===== config.mk =====
export PLATFORM = sky130hd
export DESIGN_NAME = pct_trig_rx
export DESIGN_NICKNAME = d
export VERILOG_FILES = /design/src/rtl/pct_trig_pkg.sv /design/src/rtl/pct_tag_fifo.sv /design/src/rtl/pct_trig_rx.sv
export SDC_FILE = /design/constraint.sdc
export NUM_CORES = 1
export LEC_CHECK = 0
export CAP_MARGIN = 40
export CORE_ASPECT_RATIO = 0.7
export CORE_MARGIN = 3
export CORE_UTILIZATION = 57
export DETAILED_ROUTE_END_ITERATION = 12
export HOLD_SLACK_MARGIN = 0.1
export PLACE_DENSITY = 0.8
export SYNTH_ARGS = -nofsm -noshare
export SYNTH_HDL_FRONTEND = slang
export SYNTH_SLANG_ARGS = --single-unit

===== constraint.sdc =====
create_clock -name Clock -period 4.7 [get_ports Clock]
set_input_delay 1.41 -clock Clock [delete_from_list [all_inputs] [get_ports Clock]]
set_output_delay 1.41 -clock Clock [all_outputs]
set_load 0.02 [all_outputs]

===== src/rtl/pct_trig_pkg.sv =====
// Shared definitions for the serial trigger receiver: frame length, tag width,
// one-hot receiver states and the frame parity function.
package pct_trig_pkg;

  localparam int TAG_W     = 2;
  localparam int FRAME_LEN = 4;

  // One bit per frame position: start, tag[1], tag[0], parity.
  typedef enum logic [FRAME_LEN-1:0] {
    ST_IDLE = 4'b0001,
    ST_T1   = 4'b0010,
    ST_T0   = 4'b0100,
    ST_PR   = 4'b1000
  } rx_state_e;

  function automatic logic pct_parity(input logic a, input logic b);
    return ~(a ^ b);
  endfunction

endpackage


===== src/rtl/pct_tag_fifo.sv =====
// In-order queue of occupied buffer tags; push and pop may coincide.
// The caller never pushes when full nor pops when empty.
module pct_tag_fifo
  import pct_trig_pkg::*;
#(
  parameter int NBUF = 4
) (
  input  logic             clk_i,
  input  logic             rst_ni,
  input  logic             push_i,
  input  logic             pop_i,
  input  logic [TAG_W-1:0] din_i,
  output logic [2:0]       count_o,
  output logic [TAG_W-1:0] head_o
);

  localparam int PTR_W = (NBUF > 1) ? $clog2(NBUF) : 1;

  logic [TAG_W-1:0] mem_q [NBUF];
  logic [PTR_W-1:0] wr_ptr_q, wr_ptr_d;
  logic [PTR_W-1:0] rd_ptr_q, rd_ptr_d;
  logic [2:0]       count_q, count_d;

  function automatic logic [PTR_W-1:0] ptr_inc(input logic [PTR_W-1:0] p);
    return (p == PTR_W'(NBUF - 1)) ? '0 : p + 1'b1;
  endfunction

  always_comb begin
    wr_ptr_d = push_i ? ptr_inc(wr_ptr_q) : wr_ptr_q;
    rd_ptr_d = pop_i  ? ptr_inc(rd_ptr_q) : rd_ptr_q;
    count_d  = count_q + 3'(push_i) - 3'(pop_i);
  end

  always_ff @(posedge clk_i) begin
    if (push_i) mem_q[wr_ptr_q] <= din_i;
  end

  always_ff @(posedge clk_i or negedge rst_ni) begin
    if (!rst_ni) begin
      wr_ptr_q <= '0;
      rd_ptr_q <= '0;
      count_q  <= '0;
    end else begin
      wr_ptr_q <= wr_ptr_d;
      rd_ptr_q <= rd_ptr_d;
      count_q  <= count_d;
    end
  end

  assign count_o = count_q;
  assign head_o  = (count_q != 3'd0) ? mem_q[rd_ptr_q] : '0;

endmodule


===== src/rtl/pct_trig_rx.sv =====
// Serial trigger receiver: decodes 4-bit trigger frames, tracks buffer occupancy
// and drives BufClr. Define PCT_TRIG_RX_STATS_EN for saturating event counters.
module pct_trig_rx
  import pct_trig_pkg::*;
#(
  parameter int NBUF      = 4,
  parameter int BUF_GUARD = 1
) (
  input  logic             Clock,
  input  logic             Reset,
  input  logic             TrigIn,
  input  logic             BufRelease,
  input  logic [TAG_W-1:0] RelTag,
  output logic             Trig,
  output logic [TAG_W-1:0] TrigTag,
  output logic             BufClr,
  output logic [2:0]       Occ,
  output logic [TAG_W-1:0] HeadTag,
  output logic             HeadValid,
  output logic             ParErr,
  output logic             TagErr,
  output logic             OvfErr,
  output logic             RelErr
`ifdef PCT_TRIG_RX_STATS_EN
  ,
  output logic [15:0]      NTrig,
  output logic [15:0]      NPar,
  output logic [15:0]      NOvf,
  output logic [15:0]      NTagErr
`endif
);

  rx_state_e        state_q;
  logic [TAG_W-1:0] tag_q;
  logic [TAG_W-1:0] exp_tag_q;
  logic [TAG_W-1:0] trig_tag_q;
  logic             trig_q, par_err_q, tag_err_q, ovf_err_q, rel_err_q, buf_clr_q;

  logic [2:0]       occ;
  logic [TAG_W-1:0] head;
  logic             frame_end, par_ok, full;
  logic             accept, ovf, par_bad, tag_bad;
  logic             rel_pop, rel_bad;
  logic [2:0]       occ_d;

  always_comb begin
    frame_end = (state_q == ST_PR);
    par_ok    = (TrigIn == pct_parity(tag_q[1], tag_q[0]));
    full      = (occ == 3'(NBUF));
    accept    = frame_end && par_ok && !full;
    ovf       = frame_end && par_ok && full;
    par_bad   = frame_end && !par_ok;
    tag_bad   = accept && (tag_q != exp_tag_q);
    rel_pop   = BufRelease && (occ != 3'd0);
    // A release on an empty queue is flagged but otherwise ignored.
    rel_bad   = BufRelease && ((occ == 3'd0) || (RelTag != head));
    occ_d     = occ + 3'(accept) - 3'(rel_pop);
  end

  always_ff @(posedge Clock or negedge Reset) begin
    if (!Reset) begin
      state_q    <= ST_IDLE;
      tag_q      <= '0;
      exp_tag_q  <= '0;
      trig_tag_q <= '0;
      trig_q     <= 1'b0;
      par_err_q  <= 1'b0;
      tag_err_q  <= 1'b0;
      ovf_err_q  <= 1'b0;
      rel_err_q  <= 1'b0;
      buf_clr_q  <= 1'b1;
    end else begin
      trig_q    <= accept;
      par_err_q <= par_bad;
      tag_err_q <= tag_bad;
      ovf_err_q <= ovf;
      rel_err_q <= rel_bad;
      buf_clr_q <= (int'(occ_d) + BUF_GUARD) < NBUF;
      case (state_q)
        ST_IDLE: if (TrigIn) state_q <= ST_T1;
        ST_T1: begin
          tag_q[1] <= TrigIn;
          state_q  <= ST_T0;
        end
        ST_T0: begin
          tag_q[0] <= TrigIn;
          state_q  <= ST_PR;
        end
        ST_PR: begin
          state_q <= ST_IDLE;
          if (accept) trig_tag_q <= tag_q;
          // Overflowed frames still resynchronise the expected sequence.
          if (accept || ovf) exp_tag_q <= tag_q + 1'b1;
        end
        default: state_q <= ST_IDLE;
      endcase
    end
  end

  pct_tag_fifo #(.NBUF(NBUF)) u_fifo (
    .clk_i   (Clock),
    .rst_ni  (Reset),
    .push_i  (accept),
    .pop_i   (rel_pop),
    .din_i   (tag_q),
    .count_o (occ),
    .head_o  (head)
  );

  assign Trig      = trig_q;
  assign TrigTag   = trig_tag_q;
  assign BufClr    = buf_clr_q;
  assign Occ       = occ;
  assign HeadTag   = head;
  assign HeadValid = (occ != 3'd0);
  assign ParErr    = par_err_q;
  assign TagErr    = tag_err_q;
  assign OvfErr    = ovf_err_q;
  assign RelErr    = rel_err_q;

`ifdef PCT_TRIG_RX_STATS_EN
  logic [3:0] stat_evt;
  assign stat_evt = {tag_bad, ovf, par_bad, accept};

  for (genvar gi = 0; gi < 4; gi++) begin : g_stat
    logic [15:0] cnt_q;
    always_ff @(posedge Clock or negedge Reset) begin
      if (!Reset) cnt_q <= '0;
      else if (stat_evt[gi] && (cnt_q != 16'hFFFF)) cnt_q <= cnt_q + 16'd1;
    end
  end

  assign NTrig   = g_stat[0].cnt_q;
  assign NPar    = g_stat[1].cnt_q;
  assign NOvf    = g_stat[2].cnt_q;
  assign NTagErr = g_stat[3].cnt_q;
`endif

endmodule


==> flow_summary_export.csv <==
group,metric,value,unit
logic_synthesis,synth_edf_count,8,
finish,drive_gt1_share,18.4,%
grt,antenna_found_initial,0,
power_and_ir_drop,p_leak,0.724,nW
power_and_ir_drop,ir_drop,430,uV
timing,final.period_utilization,74.1,%
logic_synthesis,synth_cell_type_count,28,
clock_tree,cts.sinks,31,
finish,area_delta_synth_final,20.8,%
min_path,hold_path_end,"OvfErr",
timing,fmax,287,MHz
logic_synthesis,ys_seq_area_share,58.2,%
critical_path,worstReg2RegStart,"u_fifo.count_o[2]",
logic_synthesis,synth.net_count,112,
logic_synthesis,synth.top_cell.area_share,37.4,%
power_and_ir_drop,p_seq_share,44.9,%
grt,grt_max_degree,16,
logic_synthesis,synth.area.top_cells,"dfrtp_1 (37%), edfxtp_1 (17%), mux2_2 (6.4%), ha_1 (6.2%), dfstp_2 (3.7%)",
critical_path,crit_fanout,5,
clock_tree,postCtsSetupRepairBufs,0,
min_path,min_from,"u_fifo.count_o[0]",
clock_tree,ctsHoldBuffers,0,
critical_path,slowest_delay,0.56,ns
critical_path,crit_path_end_kind,"output port",
timing,setup_viol,0,
finish,stdcell_count,157,
critical_path,r2r-end,"BufClr",
route,routed-wl-met3,170,um
place,gp_congestion,0.762,
timing,worst_pin_slew,0.528,ns
critical_path,cp_data_arrival_time,2.07,ns
place,dp_hpwl,1770,um
clock_tree,ctsResizeCount,0,
timing,period_needed,3.48,ns
floorplan,die-area,0.00311,mm2
logic_synthesis,synthMostInstantiatedCell,"dfrtp_1",
clock_tree,worstSkewPairLatency,0.32,ns
min_path,hold_class,"reg2reg",
floorplan,io-pin-count,20,
critical_path,crit_slowest_cell,"mux4_2",
critical_path,crit_type,"reg2out",
power_and_ir_drop,pwr-share-comb,40.5,%
route,routed-wl-met2,1040,um
finish,antennaDiodeCount,0,
clock_tree,clkTransAtPathRegs,0.09,ns
route,wl_per_cell,14.8,um
route,top_layer_used,"met4",
grt,grt_pass1_vias,822,
route,ant_nets,0,
logic_synthesis,synthTopCellsByCount,"dfrtp_1 (21), edfxtp_1 (8), inv_1 (8), mux2_2 (8), ha_1 (7)",
logic_synthesis,synth_flop_cell,"dfrtp_1",
floorplan,die_w,65.4,um
timing,tns,0,ns
logic_synthesis,ys_async_sr_fraction,74.2,%
route,met1Wirelength,1100,um
critical_path,worstRegToRegCells,10,
logic_synthesis,synth_cells,98,
grt,grt_use_total,18.4,%
timing,slew_headroom,64.8,%
critical_path,crit_chain,"mux4_2 > and2_1 > clkdlybuf4s50_1",
grt,grt_pass1_wl,3980,um
outcome,outcome,"finished, final reports clean",
floorplan,die_h,47.6,um
timing,slew_violations,0,
clock_tree,cts_root_buf,"clkbuf_4",
route,drcViolationCount,0,
logic_synthesis,synth_area,0.00141,mm2
floorplan,initial_core_util,62.7,%
route,vias_per_cell,5.24,
finish,finalNetCount,138,
floorplan,core_area,0.00224,mm2
finish,nFillCells,157,
timing,rsz0062_at_grt,"no",
place,place_inst,149,
route,finalWirelength,2330,um
timing,fin_skew,0.00455,ns
logic_synthesis,ys_seq_elements,31,
power_and_ir_drop,p_sw,0.000355,W
place,io_buffers,19,
route,dr.pass1.iters,4,
floorplan,rows,14,
clock_tree,cts_tree,"done",
clock_tree,cts_max_level,2,
power_and_ir_drop,clock_power_share,14.6,%
route,num_vias,822,
critical_path,crit_required,3.29,ns
clock_tree,cts_max_path_buffers,2,
min_path,hold_depth,1,
power_and_ir_drop,power.share.switching,36.0,%
timing,hold_violations,0,
power_and_ir_drop,power.density,581,mW/mm2
power_and_ir_drop,p_int,0.000632,W
grt,overflow,0,
logic_synthesis,yosys.area.top_type,"dfrtp_1",
critical_path,start_kind,"flip-flop",
critical_path,reg2reg_slack,2.10,ns
job,maxCapViolCount,0,
logic_synthesis,synth.avg_cell_area,14.4,um2
logic_synthesis,ys_warn_count,0,
route,drtIter0Drc,45,
clock_tree,numCtsBuffers,5,
## logic make-up (layout without fill, tap and decap cells)
group | Yosys count | in the layout | share of synthesized area, %
fa+ha+maj | 8 | 8 | 7.65
compound gates | 10 | 10 | 5.52
flops | 31 | 31 | 58.2
xor+xnor | 9 | 9 | 7.65
buf+inv | 9 | 36 | 2.49
simple gates | 21 | 21 | 8.90
mux | 10 | 10 | 9.61
## worst max-delay path: cells and delay by family, from the launching register on
| family | cells | cell delay, ns |
|---|---|---|
| buf+inv | 1 | 0.54 |
| flops | 1 | 0.46 |
| mux | 1 | 0.56 |
| simple gates | 1 | 0.19 |
## state kept, by name, summed over array words and instances (netlist names), 2 cells and up
register         count
state_q              4
tag_q                2
u_fifo.count_o       3
u_fifo.mem_q         8
TrigTag              2
u_fifo.wr_ptr_q      2
exp_tag_q            2
u_fifo.rd_ptr_q      2
## per-layer routing
layer,vias to the layer above,GRT usage [%]
li1,398,-
met1,395,24.2
met2,26,27.6
met3,3,8.69
met4,0,6.20
met5,-,0
## power by group through the flow
stage          Sequential, W  Clock, W  Combinational, W
6_report            0.000443  0.000144          0.000400
3_5_place_dp        0.000447         0          0.000405
3_3_place_gp        0.000445         0          0.000386
5_1_grt             0.000460  0.000163          0.000433
4_1_cts             0.000445  0.000148          0.000404
2_1_floorplan       0.000448         0          0.000260
## metrics by stage
| stage | total power, W | utilization, % | worst slack (ns) | cell area (um2) | hold slack [ns] |
|---|---|---|---|---|---|
| 6_report | 0.000987 | 75.8 | 1.22 | 1700 | 0.494 |
| 5_1_grt | 0.00106 | 75.8 | 1.13 | 1700 | 0.538 |
| 4_1_cts | 0.000997 | 75.8 | 1.19 | 1700 | 0.503 |
| 3_5_place_dp | 0.000852 | 73.4 | 0.994 | 1650 | 0.490 |
| 3_3_place_gp | 0.000831 | 72.8 | 1.10 | 1630 | 0.471 |
| 2_1_floorplan | 0.000708 | - | 1.81 | 1410 | 0.455 |
## how the worst max path moves through the flow
stage               cells after the start               start  slack, ns         end
finish                                  3  u_fifo.rd_ptr_q[0]       1.22  HeadTag[1]
global route                            3  u_fifo.rd_ptr_q[0]       1.13  HeadTag[1]
CTS                                     3  u_fifo.rd_ptr_q[0]       1.19  HeadTag[1]
detailed placement                      8              TrigIn       0.99      BufClr
global placement                        6              TrigIn       1.10      BufClr
floorplan                               7              TrigIn       1.81      BufClr
## layout by cell type (no fill, tap or decap), drive strengths merged, types with 4 or more instances in the layout
master,netlist,final
clkbuf,0,5
inv,8,8
and2,6,6
dfrtp,21,21
xnor2,6,6
ha,7,7
o21ai,4,4
mux2,8,8
clkdlybuf4s50,0,19
edfxtp,8,8
## layout make-up
cell class	instances	area (um2)	share of cell area, %
Tap cell	32	40.0	2.36
Inverter	8	30.0	1.77
Sequential cell	31	818	48.2
Clock buffer	5	37.5	2.21
Multi-Input combinational cell	58	553	32.5
Timing Repair Buffer	20	205	12.1
Clock inverter	3	15.0	0.884
Note: power is estimated with default switching activity, not from simulation.
